[src/rtl/samp_iter_multi.sv]
// samp_iter_multi: walks a triangle's bounding box in raster order, SAMPS sample positions per cycle.
// Optional macro SAMP_ITER_BACK_TO_BACK_EN: accept the next triangle during the final TEST cycle.
module samp_iter_multi #(
  parameter int SIGFIG = 24,
  parameter int RADIX  = 10,
  parameter int VERTS  = 3,
  parameter int AXIS   = 3,
  parameter int COLORS = 3,
  parameter int SAMPS  = 4
) (
  input  logic                     clk,
  input  logic                     rst,
  input  logic signed [SIGFIG-1:0] tri_R13S [VERTS][AXIS],
  input  logic        [SIGFIG-1:0] color_R13U [COLORS],
  input  logic signed [SIGFIG-1:0] box_R13S [2][2],
  input  logic                     validTri_R13H,
  input  logic        [3:0]        subSample_RnnnnU,
  output logic                     halt_RnnnnL,
  output logic signed [SIGFIG-1:0] tri_R14S [VERTS][AXIS],
  output logic        [SIGFIG-1:0] color_R14U [COLORS],
  output logic signed [SIGFIG-1:0] sample_R14S [2][SAMPS],
  output logic        [SAMPS-1:0]  validSamp_R14H
);

  localparam int unsigned W1 = SIGFIG + 1;
  localparam logic [SIGFIG-1:0] ONE_PX = SIGFIG'(1) << RADIX;

  typedef enum logic {WAIT, TEST} state_t;

  state_t                   state_q, state_d;
  logic signed [SIGFIG-1:0] cur_x_q, cur_x_d, cur_y_q, cur_y_d;
  logic signed [SIGFIG-1:0] ll_x_q, ll_x_d, ur_x_q, ur_x_d, ur_y_q, ur_y_d;
  logic signed [SIGFIG-1:0] step_q, step_d, step_in;
  logic signed [SIGFIG-1:0] tri_q [VERTS][AXIS];
  logic signed [SIGFIG-1:0] tri_d [VERTS][AXIS];
  logic        [SIGFIG-1:0] color_q [COLORS];
  logic        [SIGFIG-1:0] color_d [COLORS];

  logic signed [W1-1:0] cur_x_w, cur_y_w, ur_x_w, ur_y_w, step_w, nx_w, ny_w;
  logic signed [W1-1:0] lane_x_w [SAMPS];
  logic                 last_c, box_ok_c, accept_c;

  // Subsample step decode; anything but one-hot leaves step at zero.
  always_comb begin
    step_in = '0;
    case (subSample_RnnnnU)
      4'b1000: step_in = ONE_PX;
      4'b0100: step_in = ONE_PX >> 1;
      4'b0010: step_in = ONE_PX >> 2;
      4'b0001: step_in = ONE_PX >> 3;
      default: step_in = '0;
    endcase
  end

  // Widened arithmetic so a wrap past max positive compares as out of box.
  assign cur_x_w  = W1'(cur_x_q);
  assign cur_y_w  = W1'(cur_y_q);
  assign ur_x_w   = W1'(ur_x_q);
  assign ur_y_w   = W1'(ur_y_q);
  assign step_w   = W1'(step_q);
  assign nx_w     = cur_x_w + W1'(SAMPS) * step_w;
  assign ny_w     = cur_y_w + step_w;
  assign last_c   = (state_q == TEST) && (nx_w > ur_x_w) && (ny_w > ur_y_w);
  assign box_ok_c = (box_R13S[1][0] >= box_R13S[0][0]) && (box_R13S[1][1] >= box_R13S[0][1]);

`ifdef SAMP_ITER_BACK_TO_BACK_EN
  assign halt_RnnnnL = (state_q == WAIT) || last_c;
`else
  assign halt_RnnnnL = (state_q == WAIT);
`endif
  assign accept_c = validTri_R13H && halt_RnnnnL;

  always_comb begin
    for (int k = 0; k < SAMPS; k++) begin
      lane_x_w[k]          = cur_x_w + W1'(k) * step_w;
      sample_R14S[0][k]    = SIGFIG'(lane_x_w[k]);
      sample_R14S[1][k]    = cur_y_q;
      validSamp_R14H[k]    = (state_q == TEST) && (lane_x_w[k] <= ur_x_w);
    end
  end

  assign tri_R14S   = tri_q;
  assign color_R14U = color_q;

  // Next-state: advance the raster walk, then let an accepted triangle override it.
  always_comb begin
    state_d = state_q;
    cur_x_d = cur_x_q;
    cur_y_d = cur_y_q;
    ll_x_d  = ll_x_q;
    ur_x_d  = ur_x_q;
    ur_y_d  = ur_y_q;
    step_d  = step_q;
    tri_d   = tri_q;
    color_d = color_q;

    if (state_q == TEST) begin
      if (nx_w <= ur_x_w) begin
        cur_x_d = SIGFIG'(nx_w);
      end else if (ny_w <= ur_y_w) begin
        cur_x_d = ll_x_q;
        cur_y_d = SIGFIG'(ny_w);
      end else begin
        state_d = WAIT;
      end
    end

    if (accept_c && box_ok_c) begin
      state_d = TEST;
      cur_x_d = box_R13S[0][0];
      cur_y_d = box_R13S[0][1];
      ll_x_d  = box_R13S[0][0];
      ur_x_d  = box_R13S[1][0];
      ur_y_d  = box_R13S[1][1];
      step_d  = step_in;
      tri_d   = tri_R13S;
      color_d = color_R13U;
    end
  end

  always_ff @(posedge clk or posedge rst) begin
    if (rst) begin
      state_q <= WAIT;
      cur_x_q <= '0;
      cur_y_q <= '0;
      ll_x_q  <= '0;
      ur_x_q  <= '0;
      ur_y_q  <= '0;
      step_q  <= '0;
      tri_q   <= '{default: '0};
      color_q <= '{default: '0};
    end else begin
      state_q <= state_d;
      cur_x_q <= cur_x_d;
      cur_y_q <= cur_y_d;
      ll_x_q  <= ll_x_d;
      ur_x_q  <= ur_x_d;
      ur_y_q  <= ur_y_d;
      step_q  <= step_d;
      tri_q   <= tri_d;
      color_q <= color_d;
    end
  end

  // Subsample width must be one-hot whenever a triangle is taken.
  always @(posedge clk) begin
    if (!rst && accept_c) assert ($onehot(subSample_RnnnnU));
  end

endmodule

[config.mk]
export PLATFORM = sky130hd
export DESIGN_NAME = samp_iter_multi
export DESIGN_NICKNAME = d
export VERILOG_FILES = /design/src/rtl/samp_iter_multi.sv
export SDC_FILE = /design/constraint.sdc
export NUM_CORES = 1
export LEC_CHECK = 0
export BUFFER_PORTS_ARGS = -buffer_cell sky130_fd_sc_hd__buf_2
export CAP_MARGIN = 10
export CORE_AREA = 2 2 343 345
export DETAILED_ROUTE_END_ITERATION = 6
export DIE_AREA = 0 0 345 347
export PLACE_DENSITY = 0.42
export SLEW_MARGIN = 20
export SYNTH_ARGS = -nofsm -noshare
export SYNTH_HDL_FRONTEND = slang
export SYNTH_SLANG_ARGS = --single-unit
export TNS_END_PERCENT = 10
[constraint.sdc]
create_clock -name clk -period 13 [get_ports clk]
set_input_delay 1.95 -clock clk [delete_from_list [all_inputs] [get_ports clk]]
set_output_delay 1.95 -clock clk [all_outputs]
set_load 0.01 [all_outputs]
==> metrics.md, run 1 <==
| Metric | Value |
|---|---|
| Ys Warns | `0` |
| Final Cell Area | `29600 sq um` |
| Cell taking the most area after synthesis | `dfrtp_1` |
| Clk_lat worst skew | `640 ps` |
| Critical path required time | `11050 ps` |
| Clock Skew | `40.9 ps` |
| Netlist cell types | `66` |
| Clk pin slew, worst setup/hold paths | `60 ps` |
| Critical path endpoint category | `output pin` |
| Area delta synth->final | `30.5%` |
| Via count | `17423` |
| Postcts setup bufs | `0` |
| CP max-delay cell | `dfrtp_1` |
| Pleak | `14.7 nW` |
| Status | `finished clean` |
| CP delay by family, top | `compound AO/OA/AOI/OAI gates` |
| Final hold violation count | `0` |
| DRC | `0` |
| Area share of the leading cell type in the synthesized netlist | `0.456` |
| Die Span Y | `347 um` |
| F_max | `0.137 GHz` |
| Post-synthesis sequential area ratio | `0.456` |
| Final HPWL from detailed placement | `71.9 mm` |
| Root Driver | `clkbuf_16` |
| CP Buf/Inv Count | `1` |
| Most common cell after layout, fill and taps aside | `buf_2` |
| FFs w/ async S/R, synth | `1.00` |
| Most frequent cells in the layout | `875 x buf_2, 413 x dfrtp_1, 360 x mux2_2` |
| Maximum clock path buffer count | `3` |
| Final-stage net count | `3279` |
| Hold Path Class | `register to register` |
| Crit Path Max Fanout | `12` |
| Internal power | `0.00456 W` |
| Final Max Slew Viols | `0` |
| Syn nets | `2502` |
| Total gr overflow | `0` |
| Period utilisation layout | `0.560` |
| Power per standard cell area | `264 nW/um^2` |
| Die area | `120000 sq um` |
| Buffers on Ports | `875` |
| GRT Total Usage | `0.145` |
| Post-cts gate resize count | `0` |
| Largest net degree at the start of global routing | `154` |
| CP cell instances | `ha_1, fa_1, ha_1, a21oi_1, o21bai_1, a21oi_1, nor2b_1, o21ai_0, nor2_1, xor2_1, ha_1, a21oi_1, nor2b_1, o21ai_0, nand2b_1, a21oi_1, nor2b_1, o21ai_0, o311ai_0, a21oi_1, buf_2` |
| H-tree Lvls | `2` |
| Synthesized instance count | `1915` |
| Number of synthesized flops with an enable pin | `0` |
| Worst vdd ir | `0.000135 V` |
| Drt first pass iters | `4` |
| WL per Instance | `20.8 um` |
| Switching power | `0.00325 W` |
| DRT iter0 DRCs | `698` |
| Area after DPL | `27700 sq um` |
| Synth Cell Area | `22700 sq um` |
| Setup_tns | `0 ps` |
| Vias in the first global route | `17845` |
| Antenna violations before repair | `50` |
| Final min period | `7270 ps` |
| Max-slew headroom | `0.262` |
| Worst path most repeated cell | `a21oi_1` |
| Synth area leaders | `dfrtp_1 46%, mux2_2 18%, ha_1 10%, buf_4 3.2%, buf_6 2.2%` |
| Max-Cap Viols | `0` |
| Gate power share | `0.490` |
| TritonCTS Sinks | `413` |
| I/O pin count | `876` |
| Final Setup Violations | `0` |
| First-pass GRT wire length | `128 mm` |
| Die width | `345 um` |
| CP Class | `register to output pin` |
| Worst Setup Start Kind | `register` |
| RSZ-0062 raised after global routing | `false` |
| CTS tree | `yes` |
| TritonCTS Buffers | `54` |
| Fill count | `12534` |
| Final wirelength | `89.0 mm` |
| Register share of total power | `0.316` |
| Syn Area/Cell | `11.8 sq um` |
| CTS Hold Bufs | `0` |
| Arrival time worst endpoint | `5320 ps` |
| Ratio of cells with drive above 1 in the final layout | `0.498` |
| Initial core utilization | `0.196` |
| Worst-Margin Slew | `1110 ps` |
| Routed Antenna Nets | `0` |
| Clock share of power | `0.193` |
| Slowest cell delay on critical path | `690 ps` |
| Switching Share | `0.416` |
| Final GP Congestion | `0.818` |
| Synth Register Bits | `413` |
| Most used DFF post-synth | `dfrtp_1` |
| Core footprint | `116000 sq um` |
| Num rows | `125` |
| DR vias/cell | `4.08` |
## synth_stat cells (33+ instances only)
cell / count
mux2_2: 360
xor2_1: 33
ha_1: 190
buf_4: 98
buf_6: 44
o21ai_0: 67
nand2_1: 88
a21o_1: 41
dfrtp_1: 413
inv_1: 120
xnor2_1: 40
a21oi_1: 65
nor2_1: 94
## through the flow
stage	power [W]	hold WS, ps	instances	worst slack (ps)	util
finish	0.00780	475	4275	5730	0.255
global route	0.00840	499	4264	5000	0.255
CTS	0.00796	478	4257	5620	0.255
detailed placement	0.00639	466	4160	6060	0.240
global placement	0.00637	459	4160	6000	0.240
floorplan	0.00486	446	1915	5480	-
## routing by layer
layer	wire (um)	up-vias	track usage
met5	260	-	0
met4	1880	42	0.0350
met3	6190	132	0.0432
met2	42600	571	0.243
met1	38100	8459	0.181
li1	-	8219	-
## state kept, by name, indices dropped and copies added, names as in the netlist
register and flops:
ur_y_q 24, cur_y_q 24, tri_R14S 216, cur_x_q 24, ur_x_q 24, ll_x_q 24, color_R14U 72, state_q 1
step_q 4
## power groups by stage
stage / Sequential [W] / Combinational (W) / Clock [W]
2_1_floorplan: 0.00256 / 0.00230 / 0
3_3_place_gp: 0.00248 / 0.00389 / 0
3_5_place_dp: 0.00249 / 0.00390 / 0
4_1_cts: 0.00248 / 0.00391 / 0.00157
5_1_grt: 0.00257 / 0.00421 / 0.00162
6_report: 0.00247 / 0.00383 / 0.00151
## worst min-delay path: cells and delay by family (launching register included)
kind	cells	cell delay [ps]
AO/OA/AOI/OAI	1	60
flip-flops	1	340
AND/OR/NAND/NOR	1	40
## area by class of cell
type	instances	area (sq um)	share of cell area
inverters	120	454	0.0154
flip-flops and latches	413	10300	0.350
clock inverters	17	185	0.00626
repair buffers	887	4500	0.152
clock buffers	80	1590	0.0538
multi-input cells	1216	10500	0.357
diodes	18	45.0	0.00152
well taps	1524	1910	0.0645
## logic make-up after synthesis
| group | share of synthesized area |
|---|---|
| AOI/OAI and AO/OA | 0.0690 |
| xor gates and xnor gates | 0.0282 |
| adders and majority gates | 0.110 |
| buffers and inverters | 0.0786 |
| DFF | 0.456 |
| muxes | 0.187 |
| and+or+nand+nor | 0.0711 |
## path summary, 6_finish.rpt
| check | startpoint | endpoint | slack, ps | depth (start not counted) |
|---|---|---|---|---|
| worst max-delay path | step_q[8]$_DFFE_PP0P_ | validSamp_R14H[3] | 5730 | 21 |
| worst min-delay path | ll_x_q[19]$_DFFE_PP0P_ | ll_x_q[19]$_DFFE_PP0P_ | 480 | 2 |
| worst max register to register | step_q[8]$_DFFE_PP0P_ | cur_y_q[11]$_DFFE_PP0P_ | 7130 | 18 |
| max in group asynchronous | rst | ur_x_q[6]$_DFFE_PP0P_ | 9000 | 5 |
| worst min register to register | ll_x_q[19]$_DFFE_PP0P_ | ll_x_q[19]$_DFFE_PP0P_ | 480 | 2 |
| min in group asynchronous | rst | color_R14U[56]$_DFFE_PP0P_ | 1360 | 2 |
Note: power is estimated with default switching activity, not from simulation.
==> run 2, diff against run 1 <==
==> constraint.sdc (replaced) <==
create_clock -name clk -period 6.5 [get_ports clk]
set_input_delay 0.975 -clock clk [delete_from_list [all_inputs] [get_ports clk]]
set_output_delay 0.975 -clock clk [all_outputs]
set_load 0.01 [all_outputs]
==> run 2 against run 1 <==
Critical endpoint unchanged. Cell area is 0.94% higher. Combinational power rose by 100%. Sequential share of layout area shrank 0.33 points. Register-to-register slack got worse by 6100 ps. Largest cell class unchanged.
==> metrics.md, run 2 (synthesis gave the netlist of run 1 again) <==
| Metric | Value |
|---|---|
| Worst vdd ir | `0.000246 V (+82%)` |
| Final hold violation count | `0 (unchanged)` |
| Core footprint | `116000 sq um (unchanged)` |
| CTS tree | `yes` |
| Critical path required time | `5520 ps (-5530 ps)` |
| Buffers on Ports | `875 (unchanged)` |
| Routed Antenna Nets | `0 (unchanged)` |
| Clk_lat worst skew | `630 ps (about the same)` |
| Die area | `120000 sq um (unchanged)` |
| Power per standard cell area | `533 nW/um^2 (+100%)` |
| F_max | `0.169 GHz` |
| Vias in the first global route | `18261 (+2.3%)` |
| TritonCTS Buffers | `54 (unchanged)` |
| Max-slew headroom | `0.377 (+0.115)` |
| Antenna violations before repair | `56 (+12%)` |
| Final-stage net count | `3287 (+0.24%)` |
| Final wirelength | `90.8 mm (+2.0%)` |
| Worst-Margin Slew | `934 ps (-172 ps)` |
| RSZ-0062 raised after global routing | `false` |
| Final HPWL from detailed placement | `73.6 mm (+2.5%)` |
| Postcts setup bufs | `0 (unchanged)` |
| Area delta synth->final | `31.7%` |
| Storage element area | `10300 sq um (unchanged)` |
| DR vias/cell | `4.09 (+0.47%)` |
| Drt first pass iters | `7 (+3)` |
| Fill count | `12474 (-0.48%)` |
| WL per Instance | `21.2 um (+1.9%)` |
| Total gr overflow | `0 (unchanged)` |
| TritonCTS Sinks | `413 (unchanged)` |
| Num rows | `125 (unchanged)` |
| I/O pin count | `876 (unchanged)` |
| Final min period | `5930 ps` |
| Root Driver | `clkbuf_16` |
| Most common cell after layout, fill and taps aside | `buf_2` |
| Non-Filler Instances | `4281 (+0.14%)` |
| Final Cell Area | `29800 sq um (+0.94%)` |
| Status | `finished clean` |
| Arrival time worst endpoint | `4950 ps (-370 ps)` |
| Clock Skew | `22.1 ps (-18.8 ps)` |
| DRT iter0 DRCs | `641 (-8.2%)` |
| CP Class | `register to output pin` |
| Ratio of cells with drive above 1 in the final layout | `0.501 (+0.00311)` |
| Max-Cap Viols | `0 (unchanged)` |
| Max reg flops | `216 (unchanged)` |
| Die width | `345 um (unchanged)` |
| Maximum clock path buffer count | `3 (unchanged)` |
| Inst Count DP | `4168 (+0.19%)` |
| Area after DPL | `27900 sq um (+0.53%)` |
| Final Setup Violations | `0 (unchanged)` |
| Via count | `17529 (+0.61%)` |
| H-tree Lvls | `2 (unchanged)` |
| GRT Total Usage | `0.148 (+0.00369)` |
| Period utilisation layout | `0.912` |
| Worst Setup Start Kind | `register` |
| DRC | `0 (unchanged)` |
| Largest net degree at the start of global routing | `149 (-3.2%)` |
| Critical path endpoint category | `output pin` |
| Area of the multi-input gates | `10500 sq um (unchanged)` |
| Most frequent cells in the layout | `875 x buf_2, 413 x dfrtp_1, 360 x mux2_2` |
| Die Span Y | `347 um (unchanged)` |
| Hold Path Class | `primary input to async pin` |
| Worst Reg-to-Reg Cells | `19 (+1)` |
| Clk pin slew, worst setup/hold paths | `60 ps (about the same)` |
| Setup_tns | `0 ps (unchanged)` |
| Final Max Slew Viols | `0 (unchanged)` |
| Crit Path Max Fanout | `7 (-5)` |
| Final GP Congestion | `0.821 (+0.29%)` |
| Initial core utilization | `0.196 (unchanged)` |
| Pleak | `14.9 nW (+1.1%)` |
| First-pass GRT wire length | `131 mm (+2.2%)` |
[run 2: cell types whose count changed in the layout (fill, tap and decap cells not counted), sizes merged]
cell      change
diode         -7
inv           +3
buf           +8
bufinv        +5
clkinvlp      -2
clkinv        -1
[run 2: cell type report]
type,count,share of cell area
clock buffer,80,0.0544
tap,1524,0.0639
multi-input combinational,1216,0.353
inverter,120,0.0152
antenna,11,0.000923
sequential,413,0.346
clock inverter,22,0.0102
timing repair buffer,895,0.156
[run 2: metrics by stage]
stage / hold WS, ps / util / worst slack [ps] / power (W)
after detailed placement: 471 / 0.241 / 1030 / 0.0128
after CTS: 338 / 0.258 / 341 / 0.0162
after global routing: 373 / 0.258 / 106 / 0.0171
after floorplan: 446 / - / -42.6 / 0.00972
final: 375 / 0.258 / 571 / 0.0159
after global placement: 464 / 0.241 / 1120 / 0.0128
[run 2: timing repair]
| action | in CTS | in global routing |
|---|---|---|
| endpoints found under the setup margin | 0 | 1 |
| gates resized for setup | 0 | 1 |
| hold buffers | 0 | 0 |
[run 2: metal layers]
layer	global-route usage	share of wire	up-vias
met3	0.0523	0.083	169
met1	0.182	0.42	8474
met5	0	0.0031	-
met4	0.0470	0.031	48
met2	0.242	0.47	606
li1	-	-	8232
[run 2: worst paths after layout]
path,slack [ps],to,startpoint
max in group asynchronous,4880,ll_x_q[16]$_DFFE_PP0P_,rst
worst min register to register,480,ll_x_q[21]$_DFFE_PP0P_,ll_x_q[21]$_DFFE_PP0P_
worst min-delay path,380,color_R14U[32]$_DFFE_PP0P_,rst
min in group clk,480,ll_x_q[21]$_DFFE_PP0P_,ll_x_q[21]$_DFFE_PP0P_
worst max register to register,1060,cur_y_q[11]$_DFFE_PP0P_,step_q[8]$_DFFE_PP0P_
worst max-delay path,570,validSamp_R14H[3],step_q[8]$_DFFE_PP0P_
[run 2: power by group]
group          leakage, nW  internal (W)  switching [W]
sequential            4.90       0.00386        0.00106
combinational         9.01       0.00352        0.00418
clock                0.948       0.00200        0.00128
[run 2: worst max-delay path, cell delays in order, from the launching register on]
cell	delay, ps
dfrtp_1	540
ha_1	260
fa_1	420
ha_1	330
a21oi_1	210
o21bai_1	90
a21oi_1	220
nor2b_1	140
o21ai_1	310
nor2_1	90
xor2_1	170
ha_1	310
a21oi_1	150
nor2b_1	60
o21ai_0	130
nand2b_1	80
a21oi_1	150
nor2b_1	60
o21ai_0	160
o311ai_0	160
a21oi_1	150
buf_2	150
==> run 3, diff against run 2 <==
--- a/config.mk
+++ b/config.mk
@@ -7,10 +7,11 @@
 export LEC_CHECK = 0
 export BUFFER_PORTS_ARGS = -buffer_cell sky130_fd_sc_hd__buf_2
 export CAP_MARGIN = 10
-export CORE_AREA = 2 2 343 345
+export CORE_AREA = 2 2 345 347
 export DETAILED_ROUTE_END_ITERATION = 6
-export DIE_AREA = 0 0 345 347
-export PLACE_DENSITY = 0.42
+export DIE_AREA = 0 0 347 349
+export HOLD_SLACK_MARGIN = 0.1
+export PLACE_DENSITY = 0.41
 export SLEW_MARGIN = 20
 export SYNTH_ARGS = -nofsm -noshare
 export SYNTH_HDL_FRONTEND = slang
==> constraint.sdc (replaced) <==
create_clock -name clk -period 6.6 [get_ports clk]
set_input_delay 0.99 -clock clk [delete_from_list [all_inputs] [get_ports clk]]
set_output_delay 0.99 -clock clk [all_outputs]
set_load 0.01 [all_outputs]
==> run 3 against run 2 <==
Flip-flop and latch count unchanged. Via count decreased by 0.39%. Clock power down 3%. Total power is 2.2% lower. First-iteration DRC count is 18% higher.
==> metrics.md, run 3 (synthesis gave the netlist of run 1 again) <==
| Metric | Value |
|---|---|
| First-pass GRT wire length | `126 mm (-3.7%)` |
| Worst path most repeated cell | `a21oi_1` |
| Power per standard cell area | `521 nW/um^2 (-2.2%)` |
| Postcts setup bufs | `0 (unchanged)` |
| Clock Skew | `21.8 ps (-0.314 ps)` |
| Max-slew headroom | `0.395 (+0.0182)` |
| Gate power share | `0.485 (about the same)` |
| WL per Instance | `20.6 um (-2.7%)` |
| CTS tree | `yes` |
| Initial core utilization | `0.193 (-0.00286)` |
| Area delta synth->final | `31.7% (about the same)` |
| Period utilisation layout | `0.922` |
| Switching Share | `0.410 (about the same)` |
| Drt first pass iters | `5 (-2)` |
| H-tree Lvls | `2 (unchanged)` |
| I/O pin count | `876 (unchanged)` |
| Final Worst Setup Slack | `515 ps (-56.6 ps)` |
| Ratio of cells with drive above 1 in the final layout | `0.502 (+0.00110)` |
| Total gr overflow | `0 (unchanged)` |
| Root Driver | `clkbuf_16` |
| Grt met2 use | `0.237 (-0.00487)` |
| Die width | `347 um (+0.58%)` |
| Final GP Congestion | `0.816 (-0.60%)` |
| Maximum clock path buffer count | `3 (unchanged)` |
| Final Max Slew Viols | `0 (unchanged)` |
| Crit Path Max Fanout | `6 (-1)` |
| CP max-delay cell | `dfrtp_1` |
| CP cell instances | `ha_1, fa_1, ha_1, a21oi_1, o21bai_1, a21oi_1, nor2b_1, o21ai_0, nor2_1, xor2_1, ha_1, a21oi_1, nor2b_1, o21ai_0, nand2b_1, a21oi_1, nor2b_1, o21ai_0, o311ai_0, a21oi_1, buf_2` |
| Final Setup Violations | `0 (unchanged)` |
| Die Span Y | `349 um (+0.58%)` |
| Die area | `121000 sq um (+1.2%)` |
| Pre-CTS setup slack | `1130 ps (+101 ps)` |
| Switching power | `0.00637 W (-2.2%)` |
| Core footprint | `117000 sq um (+1.5%)` |
| Met1 Track Usage GR | `0.174 (-0.00786)` |
| F_max | `0.164 GHz` |
| Num rows | `126 (+0.80%)` |
| Routed Antenna Nets | `0 (unchanged)` |
| Vias in the first global route | `17778 (-2.6%)` |
| Critical path required time | `5610 ps (+90 ps)` |
| Status | `finished clean` |
| Max reg flops | `216 (unchanged)` |
| Routing usage on met3 | `0.0425 (-0.00987)` |
| Critical path endpoint category | `output pin` |
| Slowest cell delay on critical path | `480 ps (-60 ps)` |
| Register share of total power | `0.311 (about the same)` |
| GRT Max-Usage Layer | `met2` |
| Final min period | `6090 ps` |
| Final wirelength | `88.5 mm (-2.5%)` |
| Worst vdd ir | `0.000242 V (-1.5%)` |
| Clk pin slew, worst setup/hold paths | `60 ps (about the same)` |
| Worst Reg-to-Reg Cells | `20 (+1)` |
| Buffers on Ports | `875 (unchanged)` |
| Via count | `17460 (-0.39%)` |
| Arrival time worst endpoint | `5100 ps (+150 ps)` |
| RSZ-0062 raised after global routing | `false` |
| DR vias/cell | `4.07 (-0.58%)` |
| Final-stage net count | `3286 (-0.030%)` |
| Hold Path Class | `primary input to async pin` |
| Most common cell after layout, fill and taps aside | `buf_2` |
| Pleak | `14.9 nW (about the same)` |
| TritonCTS Sinks | `413 (unchanged)` |
| DRC | `0 (unchanged)` |
| DRT iter0 DRCs | `759 (+18%)` |
| CTS Hold Bufs | `0 (unchanged)` |
| Clk_lat worst skew | `640 ps (about the same)` |
| Final HPWL from detailed placement | `71.2 mm (-3.3%)` |
| Post-cts gate resize count | `0 (unchanged)` |
| Final Cell Area | `29800 sq um (about the same)` |
| GRT Total Usage | `0.141 (-0.00729)` |
| Worst Setup Start Kind | `register` |
| Max-Cap Viols | `0 (unchanged)` |
| Antenna violations before repair | `45 (-20%)` |
| Area after DPL | `27900 sq um (+0.14%)` |
| Worst-Margin Slew | `907 ps (-27.3 ps)` |
| Largest net degree at the start of global routing | `131 (-12%)` |
| CP Class | `register to output pin` |
| Clock share of power | `0.204 (-0.002)` |
| Pwr Total | `0.0156 W (-2.2%)` |
| R2r setup slk | `1360 ps (+300 ps)` |
| TritonCTS Buffers | `53 (-1.9%)` |
| Most frequent cells in the layout | `875 x buf_2, 413 x dfrtp_1, 360 x mux2_2` |
| Final hold violation count | `0 (unchanged)` |
| Internal power | `0.00918 W (-2.2%)` |
| Finished Core Util | `0.254 (-0.00384)` |
| Setup_tns | `0 ps (unchanged)` |
==> run 3: cell count changes in the layout (fill, tap and decap cells not counted), sizes merged <==
cell / change
clkbuf: -10
bufinv: +1
clkinv: +8
clkinvlp: -2
inv: -1
==> run 3: power groups by stage <==
| stage | registers, W | logic (W) | clock network (W) |
|---|---|---|---|
| after floorplan | 0.00504 | 0.00453 | 0 |
| after global placement | 0.00486 | 0.00767 | 0 |
| after detailed placement | 0.00488 | 0.00768 | 0 |
| after CTS | 0.00486 | 0.00770 | 0.00333 |
| after global routing | 0.00503 | 0.00831 | 0.00342 |
| final | 0.00483 | 0.00754 | 0.00318 |
==> run 3: path summary, 6_finish.rpt <==
check                                             end                   start
setup / recovery                    validSamp_R14H[3]   step_q[7]$_DFFE_PP0P_
hold / removal             color_R14U[22]$_DFFE_PP0P_                     rst
setup reg to reg              cur_x_q[18]$_DFFE_PP0P_  cur_y_q[7]$_DFFE_PP0P_
hold reg to reg                 ur_y_q[0]$_DFFE_PP0P_   ur_y_q[0]$_DFFE_PP0P_
max in group asynchronous   tri_R14S[195]$_DFFE_PP0P_                     rst
min in group clk                ur_y_q[0]$_DFFE_PP0P_   ur_y_q[0]$_DFFE_PP0P_
==> run 3: routing by layer <==
layer,vias to the layer above,wire length [um]
met1,8495,36900
met2,561,43000
met5,-,250
met4,38,2080
li1,8242,-
met3,124,6300
==> run 3: metrics by stage <==
step | cells | hold WS, ps
2_1_floorplan | 1915 | 446
3_3_place_gp | 4180 | 466
3_5_place_dp | 4180 | 474
4_1_cts | 4278 | 322
5_1_grt | 4281 | 353
6_report | 4289 | 376
==> run 3: critical path: cells and delay by family (launching register included) <==
| kind | cells | cell delay [ps] |
|---|---|---|
| buf+inv | 1 | 160 |
| simple gates | 5 | 420 |
| compound gates | 10 | 1890 |
| fa+ha+maj | 4 | 1360 |
| xor+xnor | 1 | 170 |
| flops | 1 | 480 |
==> run 3: cell type report <==
cell class	instances	area (sq um)
antenna	11	27.5
clock buffer	70	1500
clock inverter	28	378
fill	12576	87600
inverter	120	454
multi-input combinational	1216	10500
sequential	413	10300
tap	1536	1920
timing repair buffer	895	4670
